===== src/rtl/vga_mode_sched.sv =====
// Video mode scheduler: holds the pattern mode and changes it only at the start of
// vertical blanking, either by auto-cycling every FRAMES_PER_MODE frames or on a host request.
module vga_mode_sched #(
  parameter int NUM_MODES       = 8,
  parameter int FRAMES_PER_MODE = 60,
  parameter int V_ACTIVE        = 480,
  parameter int H_ACTIVE        = 640
) (
  input  logic        clk,
  input  logic        rst,
  input  logic [11:0] Xpos,
  input  logic [11:0] Ypos,
  input  logic        Disp_activ,
  input  logic        auto_en,
  input  logic        host_req,
  input  logic [3:0]  host_mode,
  output logic [3:0]  mode,
  output logic        host_ack,
  output logic        host_err,
  output logic        busy,
  output logic        mode_chg,
  output logic [7:0]  frame_cnt
);

  typedef enum logic [1:0] {IDLE, PEND, RELEASE} state_t;

  state_t     state;
  logic [3:0] req_reg;
  logic       vblank;
  logic       vblank_d;
  logic       vs_pulse;
  logic       req_legal;
  logic       auto_wrap;
  logic [3:0] next_mode;

  assign vblank    = (Ypos >= 12'(V_ACTIVE));
  assign vs_pulse  = vblank & ~vblank_d;
  assign req_legal = ({1'b0, req_reg} < 5'(NUM_MODES));
  assign auto_wrap = (frame_cnt == 8'(FRAMES_PER_MODE - 1));
  assign next_mode = (mode == 4'(NUM_MODES - 1)) ? 4'd0 : mode + 4'd1;

  // NOTE: all state and outputs update with <= so every branch sees the pre-edge values.
  always_ff @(posedge clk) begin
    if (rst) begin
      state     <= IDLE;
      req_reg   <= 4'd0;
      vblank_d  <= 1'b1;
      mode      <= 4'd0;
      host_ack  <= 1'b0;
      host_err  <= 1'b0;
      busy      <= 1'b0;
      mode_chg  <= 1'b0;
      frame_cnt <= 8'd0;
    end else begin
      vblank_d <= vblank;
      host_ack <= 1'b0;
      host_err <= 1'b0;
      mode_chg <= 1'b0;

      case (state)
        IDLE: begin
          if (host_req) begin
            // A request taken on a vs_pulse waits for the next one; the auto step is dropped.
            req_reg <= host_mode;
            state   <= PEND;
            busy    <= 1'b1;
            if (vs_pulse) frame_cnt <= 8'd0;
          end else if (!auto_en) begin
            frame_cnt <= 8'd0;
          end else if (vs_pulse) begin
            if (auto_wrap) begin
              frame_cnt <= 8'd0;
              mode      <= next_mode;
              mode_chg  <= 1'b1;
            end else begin
              frame_cnt <= frame_cnt + 8'd1;
            end
          end
        end

        PEND: begin
          if (vs_pulse) begin
            host_ack  <= 1'b1;
            frame_cnt <= 8'd0;
            state     <= RELEASE;
            if (req_legal) begin
              mode     <= req_reg;
              mode_chg <= (req_reg != mode);
            end else begin
              host_err <= 1'b1;
            end
          end else if (!auto_en) begin
            frame_cnt <= 8'd0;
          end
        end

        RELEASE: begin
          if (!host_req) begin
            state <= IDLE;
            busy  <= 1'b0;
          end
          if (!auto_en) frame_cnt <= 8'd0;
        end

        default: state <= IDLE;
      endcase
    end
  end

  // Visible pixels outside the active window mean the sync generator is misconfigured.
  a_disp_in_window: assert property (@(posedge clk) disable iff (rst)
    Disp_activ |-> ((Ypos < 12'(V_ACTIVE)) && (Xpos < 12'(H_ACTIVE))));

endmodule


===== config.mk =====
export PLATFORM = sky130hd
export DESIGN_NAME = vga_mode_sched
export DESIGN_NICKNAME = d
export VERILOG_FILES = /design/src/rtl/vga_mode_sched.sv
export SDC_FILE = /design/constraint.sdc
export NUM_CORES = 1
export LEC_CHECK = 0
export BUFFER_PORTS_ARGS = -buffer_cell sky130_fd_sc_hd__buf_4
export CAP_MARGIN = 20
export CORE_ASPECT_RATIO = 0.5
export CORE_MARGIN = 1
export CORE_UTILIZATION = 45
export DETAILED_ROUTE_END_ITERATION = 7
export HOLD_SLACK_MARGIN = 0.15
export PLACE_DENSITY_LB_ADDON = 0.15
export SYNTH_ARGS = -nofsm -noshare
export SYNTH_HDL_FRONTEND = slang
export SYNTH_SLANG_ARGS = --single-unit

===== constraint.sdc =====
create_clock -name clk -period 2 [get_ports clk]
set_input_delay 0.3 -clock clk [delete_from_list [all_inputs] [get_ports clk]]
set_output_delay 0.3 -clock clk [all_outputs]
set_load 0.03 [all_outputs]

==> results.md <==
* CP max FO at 3
* Startpoint Class: register
* First-pass iteration count of the detailed router at 4
* Power share of the sequential group at between 40 and 50%
* Clock sinks at 23
* DPL Wire Length at around 2400 µm
* Pint at between 700 and 800 µW
* RSZ-0062 raised after global routing: false
* CTS tree: built
* Ys async rst share at 0%
* Worst-Margin Slew at 438 ps
* Area growth from synthesis to layout at 24.7%
* CTS Buf Count at 3
* Largest net degree at the start of global routing at 18
* Post-Synthesis Cells at between 150 and 200
* # hold bufs at CTS at 0
* Routed WL per cell at between 10 and 15 µm
* Xor/xnor share of the synthesized area at about 1.9%
* First-pass GRT wire length at roughly 5000 µm
* Area share of fa/ha/maj cells after synthesis at between 4 and 5%
* Initial core utilization at about 50%
* Worst Path Class, Setup: register to register
* Sequential-to-total area share from yosys stat at about 34%
* Setup TNS at 0 ps
* I/O pin count at slightly below 50
* Post-synth EDFFs at 0
* DR iter-0 viols at 75
* CTS root buffer: clkbuf_8
* Simple-Gate Fraction of Synth Area at between 20 and 25%
* Std cell rows at 13
* Sw power at ~340 µW
* Reg2reg start: state[1]$_SDFFE_PP0P_
* Library cells used by synthesis at slightly below 50
* Slowest-stage cell, CP: dfxtp_2
* Vias in the first global route at ~1.0k
* Ratio of cells with drive above 1 in the final layout at between 20% and 30%
* Worst min-delay path category: input port to register
* Synth top area cells: dfxtp_1 (34%), a21oi_1 (5.9%), ha_1 (4.6%), nand3_1 (4.4%), nand2_1 (3.3%)
* Slew headroom at a little over two thirds
* Post-route DRC at 0
* Top-count cell post-synth: dfxtp_1
* Vias/cell at around 5.6
* Maximum vdd ir drop at 0.000315 V
* Worst path cell trace: inv_1, ha_1, nor4b_1, a221o_1, and3_1, o21a_1, a211o_1
* Max reg flops at 8
* Post-Route WL at 3100 µm
* Max Slew Vio Count at 0
* Die ar. at between 0.003 and 0.004 mm²
* Maximum capacitance violations at 0
* Status: completed
* Gr usage total at between 20% and 30%
* Top cells by count, synth: dfxtp_1 (23), a21oi_1 (16), nand2_1 (12), nand3_1 (12), nor2_1 (10)
* Comb power frac at between 20% and 30%
* Main flop type after synthesis: dfxtp_1
* Tcrit/Tclk final at 94.0%
* Proportion of synthesized area in mux cells at under 10%
* Via count at around 1.3k
* Static leakage at 0.000716 µW
* R2R Path End: frame_cnt[7]$_SDFFE_PP0P_
* Antenna violations before repair at 0
* Crit path time final at roughly 1900 ps
* Power Total at ~1100 µW
* # Post-CTS Setup Buffers at 0
* Antenna viol nets, final at 0
* Synth top area share at 33.7%
* Required @ worst endpoint at between 2000 and 2500 ps
* Final Util at about 62%
* N_diodes at 0
* Synth Net Count at 200
* Reg2reg path depth at 7
* PwrDens at around 620 mW/mm²
* Critical path arrival at around 2000 ps
* HP Start: Ypos[9]
* Die span in y at about 41 µm
* Layout Skew at around 2.8 ps
* Clock H-tree levels at 1
* Clk_lat worst skew at about 270 ps
* Area of the mapped netlist at 0.00137 mm²
* Post-cts repair resize count at 0
* Final hold slack at ~270 ps
* DIE WIDTH at between 70 and 80 µm
* CP max stage delay at ~350 ps
* Global route overflow at 0
* # setup viols final at 0
* Sw Share at approximately a third
* Final Hold Viols at 0
* Syn avg cell area at roughly 8.4 µm²
* Hold path depth at 3
* # nets final at approximately 240
* CTS clk-pin slew, worst paths at 90 ps
* Core Area at roughly 0.0027 mm²
* Post-synth top area cell: dfxtp_1
* R2R setup slack at roughly 120 ps
* Synthesized flop and latch total at 23
* Largest family of logic cells by synthesized area: compound AO/OA/AOI/OAI gates
* YS warnings at 0
* Hold Path End: vblank_d$_SDFF_PP1_
* CP Capture Type: register
* Routability cong. at 0.792
* Synth Area in Compound Gates at roughly a third
* IO buf count at 30
* Power share of the clock group at about 29%
* Clock Tree Buf Depth at 2
* F_max at 0.532 GHz
-- cells by family after synthesis --
logic type                 after synthesis
AOI/OAI and AO/OA                       58
and+or+nand+nor                         55
DFF                                     23
buffers and inverters                   16
adders and majority gates                5
xor gates and xnor gates                 3
muxes                                    2
-- critical path: cells and delay by family, from the launching register on --
kind / cells / cell delay (ps)
compound gates: 3 / 820
fa+ha+maj: 1 / 210
buf+inv: 1 / 60
flops: 1 / 350
simple gates: 2 / 340
-- metal layers --
| layer | vias to the layer above | share of wire (%) | track usage (%) |
|---|---|---|---|
| li1 | 674 | - | - |
| met1 | 595 | 52 | 28.6 |
| met2 | 30 | 41 | 32.9 |
| met3 | 4 | 5.4 | 5.33 |
| met4 | 0 | 0.61 | 4.02 |
| met5 | - | 0 | 0 |
-- worst max path at each step --
stage                         startpoint                   endpoint  slack (ps)  cells past startpoint
2_1_floorplan  frame_cnt[1]$_SDFFE_PP0P_       mode[3]$_SDFFE_PP0P_         100                      6
3_3_place_gp       state[1]$_SDFFE_PP0P_  frame_cnt[7]$_SDFFE_PP0P_         110                      7
3_5_place_dp       state[1]$_SDFFE_PP0P_  frame_cnt[6]$_SDFFE_PP0P_          80                      7
4_1_cts            state[1]$_SDFFE_PP0P_  frame_cnt[6]$_SDFFE_PP0P_          60                      7
5_1_grt            state[1]$_SDFFE_PP0P_  frame_cnt[6]$_SDFFE_PP0P_          10                      7
6_report           state[1]$_SDFFE_PP0P_  frame_cnt[7]$_SDFFE_PP0P_         120                      7
-- power groups by stage --
stage | registers (µW) | logic (µW) | clock network, µW
6_report | 488 | 268 | 304
3_5_place_dp | 499 | 265 | 0
3_3_place_gp | 499 | 264 | 0
2_1_floorplan | 510 | 171 | 0
4_1_cts | 488 | 267 | 310
5_1_grt | 492 | 298 | 325
-- metrics by stage --
| stage | area, µm² | std cells | worst slack [ps] |
|---|---|---|---|
| 4_1_cts | 1700 | 233 | 55.7 |
| 6_report | 1700 | 233 | 121 |
| 5_1_grt | 1700 | 233 | 12.3 |
| 3_3_place_gp | 1650 | 229 | 109 |
| 2_1_floorplan | 1370 | 162 | 100 |
| 3_5_place_dp | 1650 | 229 | 82.3 |
-- layout by cell type, fill, tap and decap left out, types with 2 or more instances in the layout --
cell type and instances:
and3_1 3, and2_1 2, a22oi_1 2, o211ai_1 2
a211o_1 3, o21ai_0 7, nand3_1 12, nor3_1 7
a21oi_1 16, clkbuf_8 3, o21a_1 2, mux2i_1 2
a21o_1 3, nand2_1 12, a31o_2 2, nor2_1 10
buf_4 37, xor2_1 3, dfxtp_1 22, inv_1 9
ha_1 5, a211oi_1 4
-- final cells by class --
class,instances,area [µm²]
tap,37,46.3
multi-input combinational,123,836
clock inverter,1,7.51
sequential,23,462
clock buffer,3,41.3
inverter,9,33.8
timing repair buffer,37,278
fill,247,1030
(Power assumes the default switching activity.)
